**src/rtl/mem_bus_arbiter_pkg.sv**
```systemverilog
`default_nettype none
// ============================================================================
// Module   : mem_bus_arbiter_pkg
// Brief    : Shared encodings and default sizing for the memory bus arbiter.
// Revision : 1.0 - initial release
// ============================================================================
package mem_bus_arbiter_pkg;

  localparam int c_RISCV_ADDR_WIDTH       = 32;
  localparam int c_DEFAULT_TIMEOUT_CYCLES = 255;
  localparam int c_DEFAULT_STARVE_LIMIT   = 4;

  typedef enum logic [1:0] {
    IDLE = 2'd0,
    ADDR = 2'd1,
    RESP = 2'd2
  } state_t;

  typedef enum logic {
    OWNER_INSTR = 1'b0,
    OWNER_DATA  = 1'b1
  } owner_t;

endpackage
`default_nettype wire

```
**src/rtl/bus_timeout_counter.sv**
```systemverilog
`default_nettype none
// ============================================================================
// Module   : bus_timeout_counter
// Brief    : Cycle counter that flags expiry after LIMIT enabled cycles.
// Revision : 1.0 - initial release
// ============================================================================
module bus_timeout_counter #(
  parameter int LIMIT = 255
) (
  input  logic clk,
  input  logic rst_n,
  input  logic clear,
  input  logic enable,
  output logic expired
);

  localparam int c_CW = $clog2(LIMIT);

  logic [c_CW-1:0] r_count;

  // expired is raised during the LIMIT-th enabled cycle after a clear
  assign expired = (r_count == c_CW'(LIMIT - 1));

  always_ff @(posedge clk or negedge rst_n) begin
    if (!rst_n) begin
      r_count <= '0;
    end else if (clear) begin
      r_count <= '0;
    end else if (enable && !expired) begin
      r_count <= r_count + 1'b1;
    end
  end

endmodule
`default_nettype wire

```
**src/rtl/mem_bus_arbiter.sv**
```systemverilog
`default_nettype none
// ============================================================================
// Module   : mem_bus_arbiter
// Brief    : Fetch/LSU arbiter for one memory bus, single outstanding access.
// Revision : 1.0 - initial release
// ============================================================================
module mem_bus_arbiter
  import mem_bus_arbiter_pkg::*;
#(
  parameter int ADDR_WIDTH     = c_RISCV_ADDR_WIDTH,
  parameter int TIMEOUT_CYCLES = c_DEFAULT_TIMEOUT_CYCLES,
  parameter int STARVE_LIMIT   = c_DEFAULT_STARVE_LIMIT
) (
  input  logic                  clk,
  input  logic                  rst_n,
  input  logic                  instr_req_i,
  input  logic [ADDR_WIDTH-1:0] instr_addr_i,
  output logic                  instr_gnt_o,
  output logic                  instr_rvalid_o,
  input  logic                  data_req_i,
  input  logic                  data_we_i,
  input  logic [3:0]            data_be_i,
  input  logic [ADDR_WIDTH-1:0] data_addr_i,
  input  logic [31:0]           data_wdata_i,
  output logic                  data_gnt_o,
  output logic                  data_rvalid_o,
  output logic [31:0]           rdata_o,
  output logic                  err_o,
  output logic                  mem_req_o,
  output logic                  mem_we_o,
  output logic [3:0]            mem_be_o,
  output logic [ADDR_WIDTH-1:0] mem_addr_o,
  output logic [31:0]           mem_wdata_o,
  input  logic                  mem_gnt_i,
  input  logic                  mem_rvalid_i,
  input  logic [31:0]           mem_rdata_i,
  input  logic                  mem_err_i
);

  localparam int                    c_STARVE_W   = $clog2(STARVE_LIMIT + 1);
  localparam logic [c_STARVE_W-1:0] c_STARVE_MAX = c_STARVE_W'(STARVE_LIMIT);

  state_t                r_state, w_state_nxt;
  owner_t                r_owner, w_owner_nxt, w_sel;
  logic [c_STARVE_W-1:0] r_starve, w_starve_nxt;
  logic                  w_issue, w_rsp, w_starved;
  logic                  w_tmo_clear, w_tmo_enable, w_tmo_expired, w_timeout;

  assign w_tmo_clear  = (r_state == IDLE);
  assign w_tmo_enable = (r_state != IDLE);
  assign w_timeout    = w_tmo_enable && w_tmo_expired;
  assign w_starved    = instr_req_i && (r_starve == c_STARVE_MAX);

  bus_timeout_counter #(
    .LIMIT (TIMEOUT_CYCLES)
  ) u_tmo (
    .clk     (clk),
    .rst_n   (rst_n),
    .clear   (w_tmo_clear),
    .enable  (w_tmo_enable),
    .expired (w_tmo_expired)
  );

  always_comb begin
    w_state_nxt    = r_state;
    w_owner_nxt    = r_owner;
    w_starve_nxt   = r_starve;
    w_sel          = r_owner;
    w_issue        = 1'b0;
    w_rsp          = 1'b0;
    instr_gnt_o    = 1'b0;
    data_gnt_o     = 1'b0;
    instr_rvalid_o = 1'b0;
    data_rvalid_o  = 1'b0;
    rdata_o        = '0;
    err_o          = 1'b0;
    mem_req_o      = 1'b0;
    mem_we_o       = 1'b0;
    mem_be_o       = '0;
    mem_addr_o     = '0;
    mem_wdata_o    = '0;

    unique case (r_state)
      IDLE: begin
        if (data_req_i || instr_req_i) begin
          w_sel       = (data_req_i && !w_starved) ? OWNER_DATA : OWNER_INSTR;
          w_issue     = 1'b1;
          w_owner_nxt = w_sel;
          if (data_req_i && instr_req_i && (w_sel == OWNER_DATA) &&
              (r_starve != c_STARVE_MAX)) begin
            w_starve_nxt = r_starve + 1'b1;
          end
          w_state_nxt = mem_gnt_i ? RESP : ADDR;
        end
      end
      ADDR: begin
        // expiry beats a same-cycle gnt so a timed-out request is never accepted
        if (w_timeout) begin
          w_rsp       = 1'b1;
          err_o       = 1'b1;
          w_state_nxt = IDLE;
        end else begin
          w_issue = 1'b1;
          if (mem_gnt_i) begin
            w_state_nxt = RESP;
          end
        end
      end
      RESP: begin
        if (mem_rvalid_i) begin
          w_rsp       = 1'b1;
          rdata_o     = mem_rdata_i;
          err_o       = mem_err_i;
          w_state_nxt = IDLE;
        end else if (w_timeout) begin
          w_rsp       = 1'b1;
          err_o       = 1'b1;
          w_state_nxt = IDLE;
        end
      end
      default: begin
        w_state_nxt = IDLE;
      end
    endcase

    instr_gnt_o    = w_issue && mem_gnt_i && (w_sel == OWNER_INSTR);
    data_gnt_o     = w_issue && mem_gnt_i && (w_sel == OWNER_DATA);
    instr_rvalid_o = w_rsp && (r_owner == OWNER_INSTR);
    data_rvalid_o  = w_rsp && (r_owner == OWNER_DATA);

    if (instr_gnt_o) begin
      w_starve_nxt = '0;
    end

    if (w_issue) begin
      mem_req_o = 1'b1;
      if (w_sel == OWNER_DATA) begin
        mem_we_o    = data_we_i;
        mem_be_o    = data_be_i;
        mem_addr_o  = data_addr_i;
        mem_wdata_o = data_wdata_i;
      end else begin
        mem_be_o    = 4'b1111;
        mem_addr_o  = instr_addr_i;
      end
    end

    // request inputs reach the outputs combinationally, so mask them in reset
    if (!rst_n) begin
      instr_gnt_o    = 1'b0;
      data_gnt_o     = 1'b0;
      instr_rvalid_o = 1'b0;
      data_rvalid_o  = 1'b0;
      rdata_o        = '0;
      err_o          = 1'b0;
      mem_req_o      = 1'b0;
      mem_we_o       = 1'b0;
      mem_be_o       = '0;
      mem_addr_o     = '0;
      mem_wdata_o    = '0;
    end
  end

  always_ff @(posedge clk or negedge rst_n) begin
    if (!rst_n) begin
      r_state  <= IDLE;
      r_owner  <= OWNER_DATA;
      r_starve <= '0;
    end else begin
      r_state  <= w_state_nxt;
      r_owner  <= w_owner_nxt;
      r_starve <= w_starve_nxt;
    end
  end

endmodule
`default_nettype wire

```
**config.mk**
```make
export PLATFORM = sky130hd
export DESIGN_NAME = mem_bus_arbiter
export DESIGN_NICKNAME = d
export VERILOG_FILES = /design/src/rtl/mem_bus_arbiter_pkg.sv /design/src/rtl/bus_timeout_counter.sv /design/src/rtl/mem_bus_arbiter.sv
export SDC_FILE = /design/constraint.sdc
export NUM_CORES = 1
export LEC_CHECK = 0
export ABC_AREA = 1
export CAP_MARGIN = 20
export CORE_MARGIN = 4
export CORE_UTILIZATION = 25
export CTS_CLUSTER_DIAMETER = 40
export DETAILED_ROUTE_END_ITERATION = 10
export PLACE_DENSITY = 0.8
export SYNTH_ARGS = -nofsm -noshare
export SYNTH_HDL_FRONTEND = slang
export SYNTH_SLANG_ARGS = --single-unit
```
**constraint.sdc**
```tcl
create_clock -name clk -period 1.9 [get_ports clk]
set_input_delay 0.285 -clock clk [delete_from_list [all_inputs] [get_ports clk]]
set_output_delay 0.285 -clock clk [all_outputs]
set_load 0.05 [all_outputs]
```
==> results of run 1 <==
==> through the flow <==
stage / hold WS [ps] / std cells / setup WS [ps] / setup TNS, ps / cell area (um^2)
floorplan: -10.59 / 345 / -169.4 / -9407 / 3110
global placement: 489.9 / 719 / -387.2 / -22980 / 7025
detailed placement: 523.3 / 719 / -491.2 / -28890 / 7025
CTS: 503.3 / 741 / -451.9 / -29890 / 7796
==> cell usage after synthesis, types with 5 or more instances <==
cell type and instances:
nand3_1 12, buf_2 6, o21ai_0 7, a21oi_1 35, nor3b_2 29, buf_6 5, inv_1 56, nor2_1 50
nand2_1 89, dfrtp_1 13, ha_1 7
==> cell families after synthesis <==
| family | after synthesis |
|---|---|
| xor+xnor | 2 |
| simple gates | 196 |
| buf+inv | 77 |
| fa+ha+maj | 7 |
| flops | 14 |
| compound gates | 49 |
==> repair_timing <==
item | CTS
endpoints found under the setup margin | 107
cloned | 10
pin swaps | 23
resized for setup | 92
buffers inserted | 8
hold endpoints to repair | 0
==> per-layer routing <==
| metal | track usage | overflow |
|---|---|---|
| met1 | 0.7805 | 2 |
| met2 | 1.036 | 190 |
| met3 | 0.7405 | 0 |
| met4 | 0.8912 | 80 |
| met5 | 0.1692 | 0 |
==> impl_metrics.env, run 1 <==
export IMPL_status="did not finish"
export IMPL_haltStage="global routing"
export IMPL_error="[ERROR GRT-0232] Routing congestion too high. Check the congestion heatmap in the GUI."
export IMPL_die_y_um=100.8
export IMPL_synth_xor_area_share=0.008140
export IMPL_synth_top_family_by_area="simple AND/OR/NAND/NOR gates"
export IMPL_die_w_um=100.8
export IMPL_synthesis_area_um2=2152
export IMPL_async_reset_ff_frac=1.000
export IMPL_initial_core_util=0.2593
export IMPL_yosysTopAreaCell="nor3b_2"
export IMPL_cts_root_buf="clkbuf_8"
export IMPL_synth_enable_flop_cells=0
export IMPL_clock_sinks=14
export IMPL_place_congestion=0.8422
export IMPL_cts_hold_fix_buffers=0
export IMPL_endpoint_type="primary output"
export IMPL_synthAdderAreaFrac=0.04070
export IMPL_ys_warn_count=0
export IMPL_gr_total_overflow=272
export IMPL_rows=33
export IMPL_synth_cell_types=30
export IMPL_cts_inserted_buffers=3
export IMPL_synthesis_nets=492
export IMPL_htree_levels=1
export IMPL_synth_simple_gate_area_frac=0.4953
export IMPL_clockBufferDepth=2
export IMPL_post_synth_cell_area_avg_um2=6.238
export IMPL_synth_top_area_share=0.1686
export IMPL_timing_grt_repair_worst_endpoint="mem_wdata_o[17]"
export IMPL_syn_inst=345
export IMPL_io_pins=247
export IMPL_synth_compound_area_frac=0.1302
export IMPL_numPortBuffers=246
export IMPL_grt_max_degree=34
export IMPL_dpl_hpwl_um=11300
export IMPL_muxShareOfSynthArea=0
export IMPL_ys_seq_area_frac=0.1634
export IMPL_grt_total_usage=0.8428
export IMPL_yosys_most_used_dff="dfrtp_1"
export IMPL_synthTopCellsByArea="nor3b_2 17%, nand2_1 16%, dfrtp_1 15%"
export IMPL_ys_ff_latch=14
==> run 2: changes to the inputs <==
--- a/config.mk
+++ b/config.mk
@@ -8,10 +8,9 @@
 export ABC_AREA = 1
 export CAP_MARGIN = 20
 export CORE_MARGIN = 4
-export CORE_UTILIZATION = 25
-export CTS_CLUSTER_DIAMETER = 40
+export CORE_UTILIZATION = 28
 export DETAILED_ROUTE_END_ITERATION = 10
-export PLACE_DENSITY = 0.8
+export PLACE_DENSITY_LB_ADDON = 0.15
 export SYNTH_ARGS = -nofsm -noshare
 export SYNTH_HDL_FRONTEND = slang
 export SYNTH_SLANG_ARGS = --single-unit
==> constraint.sdc (replaced) <==
create_clock -name clk -period 2.5 [get_ports clk]
set_input_delay 0.375 -clock clk [delete_from_list [all_inputs] [get_ports clk]]
set_output_delay 0.375 -clock clk [all_outputs]
set_load 0.05 [all_outputs]
==> run 2 against run 1 <==
  * Synthesized area is the same
  * Synthesized cell count is the same
  * The flow now finishes without violations
==> impl_metrics.env, run 2 <==
export IMPL_place_congestion=0.8753
export IMPL_firstDrtPassIters=5
export IMPL_io_pins=247
export IMPL_fmax_mhz=402.1
export IMPL_drive_gt1_frac=0.3967
export IMPL_cap_violations=0
export IMPL_status="finished clean"
export IMPL_powerDensity_nw_per_um2=943.4
export IMPL_rsz0062_at_grt="yes"
export IMPL_largest_register_ffs=8
export IMPL_drtIter0Drc=156
export IMPL_antenna_found_initial=0
export IMPL_synth_top_area_share=0.1686
export IMPL_hp_class="flop to flop"
export IMPL_diodes=0
export IMPL_layout_commonest_cell="clkdlybuf4s50_1"
export IMPL_setup_violations=0
export IMPL_synthesis_area_um2=2152
export IMPL_grt_total_usage=0.2829
export IMPL_clockBufferDepth=2
export IMPL_crit_type="flop to output pin"
export IMPL_die_area_um2=9153
export IMPL_dpl_hpwl_um=10800
export IMPL_worst_slew_pin_slew_ps=511.0
export IMPL_cp_arrival_ps=2110
export IMPL_power_leakage_nw=2.848
export IMPL_final_cells=714
export IMPL_ant_nets=0
export IMPL_async_reset_ff_frac=1.000
export IMPL_wl_um=14690
export IMPL_synthesis_nets=492
export IMPL_vdd_drop_max_v=0.0007607
export IMPL_ys_ff_latch=14
export IMPL_yosysTopAreaCell="nor3b_2"
export IMPL_rows=31
export IMPL_viasPerCell=5.053
export IMPL_dpl_cell_area_um2=6018
export IMPL_critical_path_buf_inv_count=4
export IMPL_synth_enable_flop_cells=0
export IMPL_cts_hold_fix_buffers=0
export IMPL_top_register="u_tmo.r_count"
export IMPL_grt_pass1_vias=3709
export IMPL_cts_tree="built"
export IMPL_path_cells="inv_2 -> ha_4 -> o21ai_4 -> buf_4 -> a21boi_4 -> buf_12 -> nand2_1 -> a21oi_2 -> buf_12"
export IMPL_initial_core_util=0.2920
export IMPL_cpMaxStageDelayCell="dfrtp_1"
export IMPL_wire_per_inst_um=20.57
export IMPL_die_w_um=95.67
export IMPL_stdcell_area_um2=6501
export IMPL_cts_inserted_buffers=3
export IMPL_slew_violations=0
export IMPL_vias=3608
export IMPL_final_hold_viol_count=0
export IMPL_yosys_most_used_dff="dfrtp_1"
export IMPL_worstPathRequired_ps=2120
export IMPL_ys_seq_area_frac=0.1634
export IMPL_route_detailed_drc=0
export IMPL_synthTopCellsByArea="nor3b_2 17%, nand2_1 16%, dfrtp_1 15%"
export IMPL_min_period_ps=2487
export IMPL_synthTopCellsByCount="89 x nand2_1, 56 x inv_1, 50 x nor2_1, 35 x a21oi_1, 29 x nor3b_2"
export IMPL_ys_warn_count=0
export IMPL_largestRegisters="u_tmo.r_count x8, r_starve x3, r_state x2"
export IMPL_max_stage_delay_ps=410
export IMPL_cp_common_cell="buf_12"
export IMPL_cp_max_fo=19
export IMPL_clk_latency_ps=260
export IMPL_relSlewSlack=0.6583
export IMPL_clock_sinks=14
export IMPL_cp_top_family="buffers and inverters"
export IMPL_gr_total_overflow=0
export IMPL_crit_path_end_kind="output pin"
export IMPL_numPortBuffers=246
export IMPL_post_synth_cell_area_avg_um2=6.238
export IMPL_syn_to_final_growth_pct=202.1
export IMPL_syn_inst=345
export IMPL_grt_pass1_wl_um=19660
export IMPL_clk_pin_slew_ps=60
export IMPL_startpoint_type="flop"
export IMPL_final_cell_mix="137 x clkdlybuf4s50_1, 113 x buf_12, 84 x nand2_1"
export IMPL_synth_cell_types=30
export IMPL_placeableCoreArea_um2=7370
export IMPL_htree_levels=1
export IMPL_placed_cells=694
export IMPL_yosysMostFrequentCell="nand2_1"
export IMPL_min_period_over_period=0.9949
export IMPL_cts_root_buf="clkbuf_8"
export IMPL_fin_nets=763
export IMPL_grt_max_degree=34
export IMPL_die_y_um=95.67
export IMPL_finClkSkew_ps=8.239
-- run 2: layer usage --
metal | GRT usage | part of all wire
met4 | 0.1209 | 0.056
met3 | 0.1050 | 0.10
met2 | 0.5553 | 0.55
met1 | 0.2539 | 0.29
met5 | 0 | 0
-- run 2: through the flow --
step | TNS, ps | utilization | hold WS (ps) | setup WS, ps | power (mW)
after floorplan | -1016 | - | 79.41 | -254.1 | 2.950
after global placement | 0 | 0.8166 | 489.7 | 48.40 | 5.070
after detailed placement | -336.7 | 0.8166 | 520.6 | -74.17 | 5.189
after CTS | 0 | 0.8521 | 528.7 | 5.468 | 5.709
after global routing | -2628 | 0.8822 | 595.8 | -94.01 | 6.397
final | 0 | 0.8822 | 553.7 | 12.78 | 6.133
-- run 2: path summary, 6_finish.rpt --
check                                        startpoint                           end  slack (ps)  cells after the start
hold / removal             u_tmo.r_count[2]$_DFFE_PN0P_  u_tmo.r_count[2]$_DFFE_PN0P_         550                      1
min in group asynchronous                         rst_n             r_owner$_DFF_PN1_         800                      1
hold reg to reg            u_tmo.r_count[2]$_DFFE_PN0P_  u_tmo.r_count[2]$_DFFE_PN0P_         550                      1
setup / recovery                 r_state[0]$_DFFE_PN0P_                mem_addr_o[24]          10                      9
max in group asynchronous                         rst_n  u_tmo.r_count[0]$_DFFE_PN0P_        1530                      2
setup reg to reg           u_tmo.r_count[0]$_DFFE_PN0P_        r_state[0]$_DFFE_PN0P_         720                     10
-- run 2: kinds of logic after synthesis --
| logic type | after synthesis | synth area share |
|---|---|---|
| adder cells (fa/ha/maj) | 7 | 0.04070 |
| XOR/XNOR | 2 | 0.008141 |
| AND/OR/NAND/NOR | 196 | 0.4954 |
| AO/OA/AOI/OAI | 49 | 0.1302 |
| buffers and inverters | 77 | 0.1622 |
| flip-flops | 14 | 0.1634 |
-- run 2: timing repair --
action / in CTS / in global routing
gates cloned: 1 / 2
resized for setup: 26 / 41
pin swaps: 11 / 11
setup endpoints to repair: 74 / 71
setup buffers: 8 / 5
-- run 2: power breakdown --
group | internal [mW] | leakage [nW] | switching [mW] | total (mW)
combinational | 2.44 | 2.64 | 3.14 | 5.57
sequential | 0.296 | 0.185 | 0.0621 | 0.358
clock | 0.113 | 0.0228 | 0.0889 | 0.202
total | 2.84 | 2.85 | 3.29 | 6.13
-- run 2: final cells by class --
type,instances,area [um^2]
Fill cell,342,868.3
Clock buffer,4,45.04
Tap cell,99,123.9
Inverter,59,229.0
Sequential cell,14,351.6
Multi-Input combinational cell,254,1797
Timing Repair Buffer,284,3955
(Power assumes the default switching activity.)
